==> src/rtl/conv_stream_pkg.sv <==
`default_nettype none
// ============================================================================
// Module      : conv_stream_pkg
// Description : Shared sizes, widths, FSM state type and throttle LFSR seed
//               for the convolution stream host.
// Revision    : 1.0 - initial release
// ============================================================================
package conv_stream_pkg;

    localparam int DATA_WIDTH_X = 8;
    localparam int DATA_WIDTH_F = 8;
    localparam int X_SIZE       = 128;
    localparam int F_SIZE       = 32;
    localparam int ACC_SIZE     = 21;
    localparam int Y_SIZE       = X_SIZE - F_SIZE + 1;

    typedef enum logic [1:0] {
        IDLE    = 2'd0,
        SEND    = 2'd1,
        COLLECT = 2'd2,
        DONE    = 2'd3
    } state_e;

    localparam logic [15:0] LFSR_SEED = 16'hACE1;

endpackage
`default_nettype wire

==> src/rtl/stream_src_chan.sv <==
`default_nettype none
// ============================================================================
// Module      : stream_src_chan
// Description : Valid/ready source channel. Walks a beat counter from 0 to
//               SIZE, presenting addr = counter to an external buffer. Valid
//               is raised while active and beats remain; once raised it is
//               held until accepted. A set gate input suppresses a new beat
//               but never withdraws one already offered.
// Ports       : clk, reset       - clock, synchronous active-high reset
//               clear            - zero the counter (job launch)
//               active           - channel may send (host in SEND)
//               gate             - suppress starting a new beat this cycle
//               ready            - sink ready
//               valid            - source valid
//               addr             - buffer index of the beat on offer
//               all_sent         - counter has reached SIZE
// Revision    : 1.0 - initial release
// ============================================================================
module stream_src_chan #(
    parameter  int SIZE = 128,
    localparam int CW   = $clog2(SIZE + 1),
    localparam int AW   = $clog2(SIZE)
) (
    input  logic          clk,
    input  logic          reset,
    input  logic          clear,
    input  logic          active,
    input  logic          gate,
    input  logic          ready,
    output logic          valid,
    output logic [AW-1:0] addr,
    output logic          all_sent
);

    logic [CW-1:0] cnt_q;
    logic [CW-1:0] cnt_d;
    logic          pend_q;
    logic          pend_d;
    logic          more;

    always_comb begin
        more     = int'(cnt_q) < SIZE;
        // pend_q marks a beat offered last cycle and not yet taken, so the
        // gate cannot drop it mid-handshake.
        valid    = active && more && (pend_q || !gate);
        addr     = cnt_q[AW-1:0];
        all_sent = !more;
        cnt_d    = cnt_q;
        pend_d   = pend_q;
        if (clear) begin
            cnt_d  = '0;
            pend_d = 1'b0;
        end else begin
            if (valid && ready) begin
                cnt_d = cnt_q + 1'b1;
            end
            pend_d = valid && !ready;
        end
    end

    always_ff @(posedge clk) begin
        if (reset) begin
            cnt_q  <= '0;
            pend_q <= 1'b0;
        end else begin
            cnt_q  <= cnt_d;
            pend_q <= pend_d;
        end
    end

endmodule
`default_nettype wire

==> src/rtl/conv_stream_host.sv <==
`default_nettype none
// ============================================================================
// Module      : conv_stream_host
// Description : Host front end for the convolution engine. Holds one X and
//               one F vector written through the cfg port, streams them out
//               as a valid/ready master on start, and captures the Y results
//               into a buffer read back combinationally by address.
// Ports       : clk, reset                 - clock, sync active-high reset
//               cfg_wr_en/sel/addr/wdata   - X (sel=0) / F (sel=1) writes,
//                                            honoured only while idle
//               start                      - launch a job (pulse)
//               busy, done                 - job in progress / completion
//               m_valid_x/m_data_x/m_ready_x - X stream master
//               m_valid_f/m_data_f/m_ready_f - F stream master
//               s_valid_y/s_data_y/s_ready_y - Y stream slave
//               res_addr, res_data         - result readback
//               y_count                    - results captured this job
// Options     : CONV_STREAM_HOST_THROTTLE_EN - LFSR-driven throttling of
//               X/F valid and Y ready for stress testing.
// Revision    : 1.0 - initial release
// ============================================================================
module conv_stream_host #(
    parameter  int DATA_WIDTH_X = conv_stream_pkg::DATA_WIDTH_X,
    parameter  int DATA_WIDTH_F = conv_stream_pkg::DATA_WIDTH_F,
    parameter  int X_SIZE       = conv_stream_pkg::X_SIZE,
    parameter  int F_SIZE       = conv_stream_pkg::F_SIZE,
    parameter  int ACC_SIZE     = conv_stream_pkg::ACC_SIZE,
    localparam int Y_SIZE       = X_SIZE - F_SIZE + 1,
    localparam int XAW          = $clog2(X_SIZE),
    localparam int FAW          = $clog2(F_SIZE),
    localparam int YAW          = $clog2(Y_SIZE),
    localparam int YCW          = $clog2(Y_SIZE + 1)
) (
    input  logic                    clk,
    input  logic                    reset,
    input  logic                    cfg_wr_en,
    input  logic                    cfg_sel,
    input  logic [XAW-1:0]          cfg_addr,
    input  logic [DATA_WIDTH_X-1:0] cfg_wdata,
    input  logic                    start,
    output logic                    busy,
    output logic                    done,
    output logic                    m_valid_x,
    output logic [DATA_WIDTH_X-1:0] m_data_x,
    input  logic                    m_ready_x,
    output logic                    m_valid_f,
    output logic [DATA_WIDTH_F-1:0] m_data_f,
    input  logic                    m_ready_f,
    input  logic                    s_valid_y,
    input  logic [ACC_SIZE-1:0]     s_data_y,
    output logic                    s_ready_y,
    input  logic [YAW-1:0]          res_addr,
    output logic [ACC_SIZE-1:0]     res_data,
    output logic [YCW-1:0]          y_count
);

    import conv_stream_pkg::state_e;
    import conv_stream_pkg::IDLE;
    import conv_stream_pkg::SEND;
    import conv_stream_pkg::COLLECT;
    import conv_stream_pkg::DONE;

    state_e                  state_q;
    state_e                  state_d;
    logic                    start_accept;
    logic                    in_send;
    logic                    in_collect;

    logic [DATA_WIDTH_X-1:0] x_buf_q   [X_SIZE];
    logic [DATA_WIDTH_F-1:0] f_buf_q   [F_SIZE];
    logic [ACC_SIZE-1:0]     res_buf_q [Y_SIZE];

    logic [XAW-1:0]          x_addr;
    logic [FAW-1:0]          f_addr;
    logic                    x_all;
    logic                    f_all;

    logic [YCW-1:0]          y_cnt_q;
    logic [YCW-1:0]          y_cnt_d;
    logic                    y_pend_q;
    logic                    y_pend_d;
    logic                    y_more;
    logic                    y_fire;

    logic                    gate_x;
    logic                    gate_f;
    logic                    gate_y;

    // ------------------------------------------------------------------
    // Optional throttle source
    // ------------------------------------------------------------------
`ifdef CONV_STREAM_HOST_THROTTLE_EN
    logic [15:0] lfsr_q;
    logic [15:0] lfsr_d;

    always_comb begin
        // Fibonacci LFSR, taps 16/14/13/11 (maximal length)
        lfsr_d = {lfsr_q[14:0], lfsr_q[15] ^ lfsr_q[13] ^ lfsr_q[12] ^ lfsr_q[10]};
    end

    always_ff @(posedge clk) begin
        if (reset) begin
            lfsr_q <= conv_stream_pkg::LFSR_SEED;
        end else begin
            lfsr_q <= lfsr_d;
        end
    end

    assign gate_x = lfsr_q[0];
    assign gate_f = lfsr_q[1];
    assign gate_y = lfsr_q[2];
`else
    assign gate_x = 1'b0;
    assign gate_f = 1'b0;
    assign gate_y = 1'b0;
`endif

    // ------------------------------------------------------------------
    // FSM: state register
    // ------------------------------------------------------------------
    always_ff @(posedge clk) begin
        if (reset) begin
            state_q <= IDLE;
        end else begin
            state_q <= state_d;
        end
    end

    // ------------------------------------------------------------------
    // FSM: next state
    // ------------------------------------------------------------------
    always_comb begin
        state_d = state_q;
        case (state_q)
            IDLE:    if (start)          state_d = SEND;
            SEND:    if (x_all && f_all) state_d = COLLECT;
            COLLECT: if (!y_more)        state_d = DONE;
            DONE:                        state_d = IDLE;
            default:                     state_d = IDLE;
        endcase
    end

    // ------------------------------------------------------------------
    // FSM: outputs
    // ------------------------------------------------------------------
    always_comb begin
        busy         = (state_q != IDLE);
        done         = (state_q == DONE);
        in_send      = (state_q == SEND);
        in_collect   = (state_q == COLLECT);
        start_accept = (state_q == IDLE) && start;
    end

    // ------------------------------------------------------------------
    // X / F source channels
    // ------------------------------------------------------------------
    stream_src_chan #(
        .SIZE     (X_SIZE)
    ) u_x_chan (
        .clk      (clk),
        .reset    (reset),
        .clear    (start_accept),
        .active   (in_send),
        .gate     (gate_x),
        .ready    (m_ready_x),
        .valid    (m_valid_x),
        .addr     (x_addr),
        .all_sent (x_all)
    );

    stream_src_chan #(
        .SIZE     (F_SIZE)
    ) u_f_chan (
        .clk      (clk),
        .reset    (reset),
        .clear    (start_accept),
        .active   (in_send),
        .gate     (gate_f),
        .ready    (m_ready_f),
        .valid    (m_valid_f),
        .addr     (f_addr),
        .all_sent (f_all)
    );

    assign m_data_x = x_buf_q[x_addr];
    assign m_data_f = f_buf_q[f_addr];

    // ------------------------------------------------------------------
    // Y sink: accepted in SEND as well, so an engine that streams results
    // before the last X/F beat is still served.
    // ------------------------------------------------------------------
    always_comb begin
        y_more    = int'(y_cnt_q) < Y_SIZE;
        s_ready_y = (in_send || in_collect) && y_more && (y_pend_q || !gate_y);
        y_fire    = s_ready_y && s_valid_y;
        y_cnt_d   = y_cnt_q;
        y_pend_d  = y_pend_q;
        if (start_accept) begin
            y_cnt_d  = '0;
            y_pend_d = 1'b0;
        end else begin
            if (y_fire) begin
                y_cnt_d = y_cnt_q + 1'b1;
            end
            y_pend_d = s_ready_y && !s_valid_y;
        end
    end

    always_ff @(posedge clk) begin
        if (reset) begin
            y_cnt_q  <= '0;
            y_pend_q <= 1'b0;
        end else begin
            y_cnt_q  <= y_cnt_d;
            y_pend_q <= y_pend_d;
        end
    end

    assign y_count = y_cnt_q;

    // ------------------------------------------------------------------
    // Storage. Not reset: contents survive reset and partial jobs.
    // A cfg write coinciding with start lands before the first beat is read.
    // ------------------------------------------------------------------
    always_ff @(posedge clk) begin
        if (cfg_wr_en && (state_q == IDLE)) begin
            if (!cfg_sel) begin
                x_buf_q[cfg_addr] <= cfg_wdata;
            end else begin
                f_buf_q[cfg_addr[FAW-1:0]] <= cfg_wdata[DATA_WIDTH_F-1:0];
            end
        end
        if (y_fire) begin
            res_buf_q[y_cnt_q[YAW-1:0]] <= s_data_y;
        end
    end

    assign res_data = (int'(res_addr) < Y_SIZE) ? res_buf_q[res_addr] : '0;

endmodule
`default_nettype wire
==> config.mk <==
export PLATFORM = sky130hd
export DESIGN_NAME = conv_stream_host
export DESIGN_NICKNAME = d
export VERILOG_FILES = /design/src/rtl/conv_stream_pkg.sv /design/src/rtl/stream_src_chan.sv /design/src/rtl/conv_stream_host.sv
export SDC_FILE = /design/constraint.sdc
export NUM_CORES = 2
export LEC_CHECK = 0
export CAP_MARGIN = 20
export CORE_MARGIN = 2
export CORE_UTILIZATION = 40
export DETAILED_ROUTE_END_ITERATION = 6
export SLEW_MARGIN = 20
export SYNTH_ARGS = -nofsm -noshare
export SYNTH_HDL_FRONTEND = slang
export SYNTH_SLANG_ARGS = --single-unit
==> constraint.sdc <==
create_clock -name clk -period 6.7 [get_ports clk]
set_input_delay 1.34 -clock clk [delete_from_list [all_inputs] [get_ports clk]]
set_output_delay 1.34 -clock clk [all_outputs]
set_load 0.005 [all_outputs]
==> metrics.md <==
| Metric | Value |
|---|---|
| Last weighted congestion value of the routability-driven placer | `0.822` |
| Total overflow reported by the global router | `0` |
| Min Tclk post-route | `6.68 ns` |
| Number of setup buffers added after CTS | `0` |
| Required time at the worst-slack endpoint | `5.36 ns` |
| Area fraction of the dominant cell type after synthesis | `0.775` |
| Hold path start | `u_f_chan.cnt_q[5]$_SDFFE_PP0P_` |
| Row count | `208` |
| Warnings from Yosys | `0` |
| Post-layout net count | `6174` |
| Headroom to the max-slew limit | `0.220` |
| Critical path fanouts, max | `37` |
| TritonCTS clock tree | `done` |
| Post-DP HPWL | `188 mm` |
| Maximum level of the CTS H-tree | `5` |
| Vias/cell | `5.73` |
| Commonest cells in the netlist | `edfxtp_1, mux4_2, nor2_1` |
| Min-Delay Path Depth | `2` |
| Crit-path leading delay family | `compound AO/OA/AOI/OAI gates` |
| Post-route standard cell area excluding fillers | `0.147 mm²` |
| Worst reg2reg path depth | `6` |
| Initial DRC count | `7031` |
| Num CTS Buffers | `349` |
| Avg Cell Area, Syn | `22.5 µm²` |
| Dominant cell type by area after synthesis | `edfxtp_1` |
| Gate Count Post-Synth | `5708` |
| Reg-to-Reg Start | `state_q[0]$_SDFFE_PP0P_` |
| Transition at the pin with the smallest max-transition slack | `1.14 ns` |
| Remaining antenna violation count after routing | `0` |
| GRT Resource Usage Total | `0.191` |
| Fraction of synthesized area in multiplexers | `0.166` |
| FILL cells | `26200` |
| Buffer type at the clock tree root | `clkbuf_16` |
| Mapped cell area | `0.128 mm²` |
| DR pass1 iterations | `5` |
| Fraction of registers with async set or reset after synthesis | `0` |
| Dpl cell area | `0.136 mm²` |
| Startpoint types | `primary input` |
| Number of max-slew violations in the final report | `0` |
| Utilization after layout | `0.460` |
| Worst hold margin | `0.479 ns` |
| Final routed wire length divided by cell count | `29.6 µm` |
| Number of vias after detailed routing | `61300` |
| Hold-fix buffers at CTS | `0` |
| Endpoint of the lowest-slack register-to-register path | `res_buf_q[2][5]$_DFFE_PP_` |
| Cell variety after synth | `56` |
| Die span in x | `571 µm` |
| Die height | `571 µm` |
| IR drop worst, VDD | `0.198 mV` |
| Die outline area | `0.326 mm²` |
| Crit Path Class | `primary input to primary output` |
| Initial standard-cell utilization of the core | `0.401` |
| Leakage | `45.2 nW` |
| Period Utilization, post-route | `0.997` |
| Layout cells sized above 1 | `0.276` |
| Post-synth EDFFs | `3317` |
| Power, Total | `44.3 mW` |
| Unrepaired setup endpoints after global routing | `no` |
| Buffer levels on the longest clock path | `4` |
| Number of resized instances in the post-cts repair step | `0` |
| Area inside the core boundary | `0.320 mm²` |
| XOR/XNOR share of the synthesized area | `0.00102` |
| Endpoint of the worst hold-timing path | `u_f_chan.cnt_q[5]$_SDFFE_PP0P_` |
| Areal power density over the cells | `301 mW/mm²` |
| Arrival time of the worst setup path | `5.34 ns` |
| Worst path slowest cell | `a2111oi_0` |
| Number of antenna violations at the first check in global routing | `17` |
| Buffers & Inverters on Critical Path | `3` |
| Number of buffers added on ports | `99` |
| Vias in the first global route | `61300` |
| Flop and latch count out of synthesis | `3352` |
| Number of sinks handled by clock tree synthesis | `3352` |
| Residual DRC | `0` |
| Simple-gate share of the synthesized area | `0.0160` |
| Min-Delay Path Class | `register to register` |
| Area of the multi-input gates | `0.0270 mm²` |
| Fraction of the mapped netlist area in adder cells | `0.000682` |
| Max Clk Rate | `150 MHz` |
| Register Area | `0.100 mm²` |
| Clock-pin transition on the worst setup and hold timing paths | `0.06 ns` |
| Largest net degree at the start of global routing | `99` |
| Final routed wirelength across all metal layers | `316 mm` |
| Clock latency on the worst-skew pair | `0.93 ns` |
| Dominant cells by area after synthesis | `edfxtp_1, mux4_2, mux2i_1, nor2_1, dfxtp_1` |
| Total setup violations reported at the end of the flow | `0` |
| Final Hold Viols | `0` |
| Max capacitance violation total | `0` |
| CP cell instances | `buf_2 > or3_4 > buf_4 > o22ai_1 > a2111oi_0 > a211o_1 > a41oi_1 > clkdlybuf4s50_1` |
| Post-route clock skew | `0.0775 ns` |
| Share of the yosys chip area belonging to registers | `0.781` |
| Dominant cell by count in the synthesized netlist | `edfxtp_1` |
| R2r setup slk | `2.42 ns` |
| Post-Synthesis Net Count | `5766` |
| Boundary pin count | `100` |
| Outcome | `completed` |
| Dominant combinational cell family by area after synthesis | `multiplexers` |
| CP Capture Type | `primary output` |
| Predominant post-synthesis flop cell | `edfxtp_1` |
| Highest cell delay on the worst timing path | `0.99 ns` |
| Compound-Gate Fraction of Synth Area | `0.0243` |
| Area growth syn-to-layout | `14.7%` |
| Global-route wire length before repair | `452 mm` |
==> through the flow <==
stage                     std cells  setup WS (ns)  setup TNS (ns)
after floorplan                5708           1.80               0
after global placement        10100        -0.0675         -0.0675
after detailed placement      10100          0.157               0
after CTS                     10700          0.137               0
after global routing          10700          0.155               0
final                         10700         0.0196               0
==> worst max path at each step <==
stage / start / to / slack, ns / cells after the start
2_1_floorplan: res_addr[0] / res_data[15] / 1.80 / 10
3_3_place_gp: res_addr[3] / res_data[18] / -0.07 / 10
3_5_place_dp: res_addr[3] / res_data[16] / 0.16 / 8
4_1_cts: res_addr[3] / res_data[16] / 0.14 / 8
5_1_grt: res_addr[3] / res_data[16] / 0.16 / 8
6_report: res_addr[3] / res_data[16] / 0.02 / 8
==> metal layers <==
metal	up-vias	share of wire	track usage
met1	33300	0.42	0.278
li1	25200	-	-
met5	-	0.000041	0
met4	2	0.030	0.0554
met3	450	0.075	0.0321
met2	2389	0.47	0.298
==> tightest hold or removal path, cell delays in order (launching register included) <==
cell and delay [ns]:
dfxtp_1 0.33, a31oi_1 0.04, nor2_1 0.07
==> flip-flops by register name, summed over array words and instances (netlist names), named ones only <==
register,count
f_buf_q,256
res_buf_q,2037
state_q,2
u_f_chan.cnt_q,6
u_x_chan.cnt_q,8
x_buf_q,1024
y_count,7
==> cells by family after synthesis <==
kind of cell / Yosys count
adders and majority gates: 7
AOI/OAI and AO/OA: 399
and+or+nand+nor: 475
xor gates and xnor gates: 15
DFF: 3352
buffers and inverters: 338
muxes: 1122
==> power by group <==
group	switching [mW]	total [mW]	internal [mW]
logic	1.49	2.45	0.967
registers	0.0622	23.2	23.1
clock network	7.98	18.7	10.7
total	9.53	44.3	34.8
==> cell type report <==
cell class                      count  area share
Inverter                            7    0.000178
Tap cell                         4305      0.0366
Clock buffer                      434      0.0624
Sequential cell                  3352       0.681
Multi-Input combinational cell   2018       0.183
Antenna cell                        2   0.0000340
Clock inverter                    189      0.0122
Timing Repair Buffer              388      0.0246
==> cells in the final DEF (no fill, tap or decap), types with 10 or more instances in the layout <==
cell | synthesis | layout
a211o_1 | 34 | 34
a21oi_1 | 41 | 41
mux2i_1 | 270 | 270
or3_1 | 17 | 15
mux4_2 | 798 | 798
edfxtp_1 | 3317 | 3317
o22ai_1 | 57 | 57
a2111oi_0 | 42 | 42
nand4_1 | 10 | 10
nor2b_1 | 20 | 17
a221oi_1 | 21 | 21
clkdlybuf4s50_1 | 0 | 65
a22oi_1 | 44 | 44
clkbuf_1 | 178 | 76
clkbuf_16 | 0 | 354
a221o_1 | 13 | 13
buf_12 | 0 | 39
buf_4 | 34 | 273
nand3_1 | 22 | 22
a22o_1 | 41 | 41
a211oi_1 | 11 | 11
bufinv_16 | 0 | 25
mux2_2 | 54 | 54
dfxtp_1 | 35 | 29
clkinv_2 | 0 | 52
nor2_1 | 291 | 193
a41oi_1 | 18 | 18
o221ai_1 | 52 | 52
clkinv_1 | 0 | 82
nand2_1 | 74 | 74
nor2_2 | 0 | 90
No activity file was read; power rests on OpenSTA's default activity.
